File: src/rtl/us_burst_sequencer.sv
// Ultrasonic front-end sequencer: DAC level ramp plus TX -> guard -> RX timing.
// Ports: clk/rst, cmd_* host command strobe and fields, cmd_ready, enabled,
//   dac_code/dac_wr DAC drive, tx_en/rx_en switch pins, cycle_done, err_cmd.
module us_burst_sequencer #(
  parameter int AMOUNT_WIDTH = 8,
  parameter int CNT_W        = 16,
  parameter int TX_CYCLES    = 200,
  parameter int GUARD_CYCLES = 50,
  parameter int RX_CYCLES    = 4000,
  parameter int RAMP_DIV     = 100
) (
  input  logic                    clk,
  input  logic                    rst,
  input  logic                    cmd_valid,
  input  logic                    cmd_on,
  input  logic                    cmd_off,
  input  logic                    cmd_inc,
  input  logic                    cmd_dec,
  input  logic                    cmd_send,
  input  logic                    cmd_receive,
  input  logic [AMOUNT_WIDTH-1:0] cmd_amount,
  output logic                    cmd_ready,
  output logic                    enabled,
  output logic [AMOUNT_WIDTH-1:0] dac_code,
  output logic                    dac_wr,
  output logic                    tx_en,
  output logic                    rx_en,
  output logic                    cycle_done,
  output logic                    err_cmd
);

  typedef enum logic [1:0] {
    IDLE, TX, GUARD, RX
  } state_t;

  localparam int AW = AMOUNT_WIDTH;
  localparam logic [CNT_W-1:0] TX_LAST = CNT_W'(TX_CYCLES - 1);
  localparam logic [CNT_W-1:0] GD_LAST = CNT_W'(GUARD_CYCLES - 1);
  localparam logic [CNT_W-1:0] RX_LAST = CNT_W'(RX_CYCLES - 1);
  localparam logic [CNT_W-1:0] RP_LAST = CNT_W'(RAMP_DIV - 1);
  localparam logic [CNT_W-1:0] CNT_ONE = CNT_W'(1);
  localparam logic [AW-1:0]    LSB     = AW'(1);

  state_t            state, state_nxt;
  logic [CNT_W-1:0]  cnt, cnt_nxt;
  logic [CNT_W-1:0]  pre;
  logic              rx_flag, rx_flag_nxt;
  logic [AW-1:0]     target, target_nxt;
  logic              enabled_nxt;
  logic              done_nxt, err_nxt;
  logic              on_ok, off_ok, inc_ok, dec_ok, req, pair_err;
  logic [AW:0]       sum;

  // Conflicting pairs are dropped as a pair; the rest of the command stands.
  assign on_ok    = cmd_valid & cmd_on & ~cmd_off;
  assign off_ok   = cmd_valid & cmd_off & ~cmd_on;
  assign inc_ok   = cmd_valid & cmd_inc & ~cmd_dec;
  assign dec_ok   = cmd_valid & cmd_dec & ~cmd_inc;
  assign req      = cmd_valid & (cmd_send | cmd_receive);
  assign pair_err = cmd_valid &
                    ((cmd_on & cmd_off) | (cmd_inc & cmd_dec));
  assign sum      = {1'b0, target} + {1'b0, cmd_amount};

  assign cmd_ready = (state == IDLE);
  assign tx_en     = (state == TX);
  assign rx_en     = (state == RX);

  always_comb begin
    target_nxt  = target;
    enabled_nxt = enabled;
    if (inc_ok)
      target_nxt = sum[AW] ? '1 : sum[AW-1:0];
    else if (dec_ok)
      target_nxt = (cmd_amount > target) ? '0 : target - cmd_amount;
    if (on_ok)
      enabled_nxt = 1'b1;
    if (off_ok) begin
      enabled_nxt = 1'b0;
      target_nxt  = '0;
    end
  end

  always_comb begin
    state_nxt   = state;
    cnt_nxt     = cnt;
    rx_flag_nxt = rx_flag;
    done_nxt    = 1'b0;
    err_nxt     = pair_err;
    unique case (state)
      IDLE: begin
        if (req) begin
          if (enabled && !off_ok) begin
            cnt_nxt     = '0;
            rx_flag_nxt = cmd_receive;
            state_nxt   = cmd_send ? TX : RX;
          end else begin
            err_nxt = 1'b1;
          end
        end
      end
      TX: begin
        if (req) err_nxt = 1'b1;
        if (cnt == TX_LAST) begin
          cnt_nxt   = '0;
          state_nxt = GUARD;
        end else begin
          cnt_nxt = cnt + CNT_ONE;
        end
      end
      GUARD: begin
        if (req) err_nxt = 1'b1;
        if (cnt == GD_LAST) begin
          cnt_nxt = '0;
          if (rx_flag) begin
            state_nxt = RX;
          end else begin
            state_nxt = IDLE;
            done_nxt  = 1'b1;
          end
        end else begin
          cnt_nxt = cnt + CNT_ONE;
        end
      end
      RX: begin
        if (req) err_nxt = 1'b1;
        if (cnt == RX_LAST) begin
          cnt_nxt   = '0;
          state_nxt = IDLE;
          done_nxt  = 1'b1;
        end else begin
          cnt_nxt = cnt + CNT_ONE;
        end
      end
      default: state_nxt = IDLE;
    endcase
    // Abort wins over normal progress and never reports completion.
    if (off_ok) begin
      state_nxt   = IDLE;
      cnt_nxt     = '0;
      rx_flag_nxt = 1'b0;
      done_nxt    = 1'b0;
    end
  end

  always_ff @(posedge clk or posedge rst) begin
    if (rst) begin
      state      <= IDLE;
      cnt        <= '0;
      rx_flag    <= 1'b0;
      target     <= '0;
      enabled    <= 1'b0;
      cycle_done <= 1'b0;
      err_cmd    <= 1'b0;
    end else begin
      state      <= state_nxt;
      cnt        <= cnt_nxt;
      rx_flag    <= rx_flag_nxt;
      target     <= target_nxt;
      enabled    <= enabled_nxt;
      cycle_done <= done_nxt;
      err_cmd    <= err_nxt;
    end
  end

  // Prescaler free-runs only while off target, so retargeting keeps phase.
  always_ff @(posedge clk or posedge rst) begin
    if (rst) begin
      pre      <= '0;
      dac_code <= '0;
      dac_wr   <= 1'b0;
    end else begin
      dac_wr <= 1'b0;
      if (dac_code != target) begin
        if (pre == RP_LAST) begin
          pre    <= '0;
          dac_wr <= 1'b1;
          if (target > dac_code)
            dac_code <= dac_code + LSB;
          else
            dac_code <= dac_code - LSB;
        end else begin
          pre <= pre + CNT_ONE;
        end
      end else begin
        pre <= '0;
      end
    end
  end

endmodule

File: config.mk
export PLATFORM = sky130hd
export DESIGN_NAME = us_burst_sequencer
export DESIGN_NICKNAME = d
export VERILOG_FILES = /design/src/rtl/us_burst_sequencer.sv
export SDC_FILE = /design/constraint.sdc
export NUM_CORES = 1
export LEC_CHECK = 0
export ABC_AREA = 1
export BUFFER_PORTS_ARGS = -buffer_cell sky130_fd_sc_hd__buf_4
export CELL_PAD_IN_SITES_DETAIL_PLACEMENT = 0
export CELL_PAD_IN_SITES_GLOBAL_PLACEMENT = 2
export CORE_MARGIN = 2
export CORE_UTILIZATION = 35
export DETAILED_ROUTE_END_ITERATION = 10
export GPL_TIMING_DRIVEN = 0
export HOLD_SLACK_MARGIN = 0.1
export MAX_ROUTING_LAYER = met4
export PLACE_DENSITY_LB_ADDON = 0.12
export RECOVER_POWER = 25
export SYNTH_ARGS = -nofsm -noshare
export SYNTH_HDL_FRONTEND = slang
export SYNTH_SLANG_ARGS = --single-unit
export TNS_END_PERCENT = 100
File: constraint.sdc
create_clock -name clk -period 3.2 [get_ports clk]
set_input_delay 0.32 -clock clk [delete_from_list [all_inputs] [get_ports clk]]
set_output_delay 0.32 -clock clk [all_outputs]
set_load 0.005 [all_outputs]
==> run summary <==
The floorplan row count is 41. The run gives 0 as the count of buffers added by post-CTS timing repair for setup. Post-cts sizing count: 0. The total vias in the final route came out at 4050. The clock root buffer is clkbuf_16. Number of iterations in the first detailed-routing pass: 4.

The final layout contains routed wiring with a total length of 11.5 mm. The final reports fail on capacitance limit, slew limit. Along the worst hold path, the cell count comes to 2.

Number of slew-limit violations in the final report: 29. The flow ran to the end, but the final reports show violations. The worst register-to-register path ends at dac_code[6]. TritonCTS created 5 clock buffers.

The die covers 0.0141 mm2. Dividing the detail-routed wire length by the instance count gives 13.5 um. The worst setup path is of the flip-flop to flip-flop kind. The number of global-route vias before repair was 4043; the worst path arrival time was 3040 ps.

The run gives 17.8% as the global-route usage over all layers. The die is 119 um tall. After filler insertion, the fill cell instance count of the layout stands at 1398. The worst slack on hold paths was 212 ps. For this configuration, the core starts out at a cell density of 36.1%.

After the last flow step, the layout net total stands at 732. Setup repair after global routing left no endpoint under its margin. The cell with the largest stage delay on the worst path is dfrtp_1.

No sink is reached through more buffers than the 2 on the longest clock path. The peak ir drop on the vdd network came out at 0.352 mV. The slew of the pin with the lowest slew margin came out at 1560 ps.

Cells with a size suffix above 1 make up 16.4% of the layout. Area share of the leading cell type in the synthesized netlist: 30.0%. Yosys mapped a number of flops with a built-in enable equal to 0. Startpoint of the most critical register-to-register path: target[7]. During I/O placement, the number of pins put on the boundary was 32. The flip-flop cell with the highest count after synthesis is dfrtp_1. Insertion delay of the later-clocked pin in the worst-skew pair: 300 ps. The worst pin sits at a relative slew slack of -3.87%. Entering global routing, the biggest net connects 29 pins. By area the synthesized netlist is led by dfrtp_1, nand2_1, ha_1. In this run the remaining antenna-violating nets after routing total 0. The reported max-cap violation count is 1. The run gives 0.823 as the final weighted congestion in routability-driven placement. After detailed routing, the number of remaining DRC violations is 0. For the final routed database, the setup TNS stands at 0 ps.

For the count of final hold-check violations, the log shows 0. Grouping stages by cell kind, the critical path spends the most delay in simple AND/OR/NAND/NOR gates. The static leakage was 2.65 nW. The largest area contributor in the synthesized netlist was dfrtp_1. The worst hold path terminates at enabled. The area growth from synthesis to layout was 12.9%; the final period utilization was 88.9%.

The library cell appearing most often on the critical path is nand2_1. The number of nets handed over by synthesis was 693. The number of different library cells used by synthesis comes to 46. Sequential elements use 30.0% of the synthesized area.

The startpoint identified for the worst hold timing path is cmd_off. The first global-routing pass estimated 19.7 mm of wire. The min-delay analysis places its worst path in the category input pin to flip-flop. Of all nets on the critical path, the largest fanout is 8. After legalization and detailed placement, the total HPWL measured 9.05 mm. For this run, asynchronously set or reset flops after synthesis account for 100%.

During synthesis, Yosys emitted a total of 0 warnings. The number of antenna cells inserted came out at 0. The number of antenna violations at the first check in global routing is 0.

In this run the number of H-tree levels came out at 2. The critical path goes through ha_1, nand2_1, nor2_1, nand4_1, nand2_2, inv_1, fa_1, nand3b_1, nand2_1, nand2_1, nand2_1, nand2_1, a21oi_1, o21ai_1. The peak clock frequency supported by timing is 351 MHz, and the post-synthesis average cell area is 7.19 um2.

The die is 119 um wide. The worst setup path is captured at a flip-flop. The final count of negative-setup-slack endpoints was 0. Buffers placed on the I/O ports in this run total 31. The core region is 0.0127 mm2. After layout, the minimum clock period comes to 2850 ps. After technology mapping, the gate count stands at 639. On the worst path, the slowest cell contributes a delay of 450 ps. TritonCTS built the clock tree. Counting cells, the worst reg-to-reg path comes to 14. The cts-stage hold buffer count was 0; the clock slew at the register clock pins of the worst setup and hold paths was 80 ps.

After the first detailed-routing iteration, the DRC count stood at 216. The number of flip-flops and latches in the synthesized netlist is 55. The worst endpoint required time is 3400 ps. The final global-route overflow total was 0. Power spread over the standard cell area amounts to 473 mW/mm2.

Count of buffering cells on the critical path with inverters included: 1. The area of the mapped netlist is 0.00459 mm2, and the worst reg-to-reg setup slack is 350 ps. For the final database, setup skew stands at 7.44 ps. STA classifies the critical path startpoint as a flip-flop. After detailed routing, the number of vias per cell comes to 4.76.

For this design, the sink count on the clock tree is 55.
power by group:
group / leakage, nW / switching [mW] / internal (mW)
Sequential: 0.750 / 0.0625 / 0.757
Combinational: 1.83 / 0.692 / 0.374
Clock: 0.0703 / 0.275 / 0.291
Total: 2.65 / 1.03 / 1.42
sequential cells by signal (all words and copies together) (netlist names):
name / count
dac_code: 8
cnt: 16
target: 8
dac_wr: 1
rx_flag: 1
cycle_done: 1
state: 2
enabled: 1
err_cmd: 1
pre: 16
metrics by stage:
step           instance area, um2  setup slack (ps)  cells  power [mW]  util (%)
5_1_grt                      5180              31.2    850        2.68      40.7
3_5_place_dp                 5060               258    843        1.91      39.8
6_report                     5180               354    850        2.45      40.7
3_3_place_gp                 5040               246    842        1.90      39.6
4_1_cts                      5200               225    850        2.50      40.9
2_1_floorplan                4590               696    639        1.62         -
worst reg2reg max path: cells and delay by family (launching register included):
kind            cells  cell delay (ps)
buf+inv             1               80
simple gates        9             1290
flops               1              450
fa+ha+maj           2              740
compound gates      2              200
layout by cell type (no fill, tap or decap), drive strengths merged, types with 22 or more instances in the layout:
master	instances
nor2	72
dfrtp	55
ha	34
buf	40
a21oi	29
nand3	66
nand2	162
nand4	22
inv	101
o21ai	25
worst max path at each step:
stage,startpoint,endpoint,cells after the start
2_1_floorplan,dac_code[7],dac_code[6],15
3_3_place_gp,target[7],dac_code[6],14
3_5_place_dp,target[7],dac_code[6],14
4_1_cts,target[7],dac_code[6],14
5_1_grt,target[7],dac_code[6],15
6_report,target[7],dac_code[6],14
cells by family (layout without fill, tap and decap cells):
| kind of cell | count (synthesis) | in the layout | synth area share, % |
|---|---|---|---|
| compound gates | 72 | 72 | 9.18 |
| fa+ha+maj | 37 | 37 | 10.6 |
| simple gates | 343 | 343 | 36.5 |
| flops | 55 | 55 | 30.0 |
| buf+inv | 112 | 151 | 9.95 |
| xor+xnor | 20 | 20 | 3.81 |
cell usage after synthesis (5+ instances only):
cell	count
o21ai_1	9
nand2_1	149
buf_2	5
nor2_2	7
nand2_2	11
xor2_1	17
a21oi_1	27
inv_1	88
nor3_1	12
o21ai_0	14
nand4_1	21
inv_2	11
nand3_2	12
ha_1	34
nand3_1	52
nor2_4	5
dfrtp_1	55
nor2_1	60
per-layer routing:
metal  vias to the layer above  share of wire (%)  global-route usage (%)
met5                         -                  0                       -
met4                         0                1.0                    3.94
met3                         8                2.1                    2.85
met2                        35                 49                    29.9
met1                      1865                 48                    22.5
li1                       2142                  -                       -
area by class of cell:
| cell class | instances | area, um2 | area share, % |
|---|---|---|---|
| multi-input cells | 472 | 2760 | 53.2 |
| flip-flops and latches | 55 | 1380 | 26.6 |
| inverters | 102 | 387 | 7.46 |
| repair buffers | 32 | 236 | 4.56 |
| well taps | 172 | 215 | 4.15 |
| clock buffers | 5 | 125 | 2.41 |
| plain buffers | 10 | 70.1 | 1.35 |
| clock inverters | 2 | 17.5 | 0.338 |
Power figures use the tool's default switching activity.
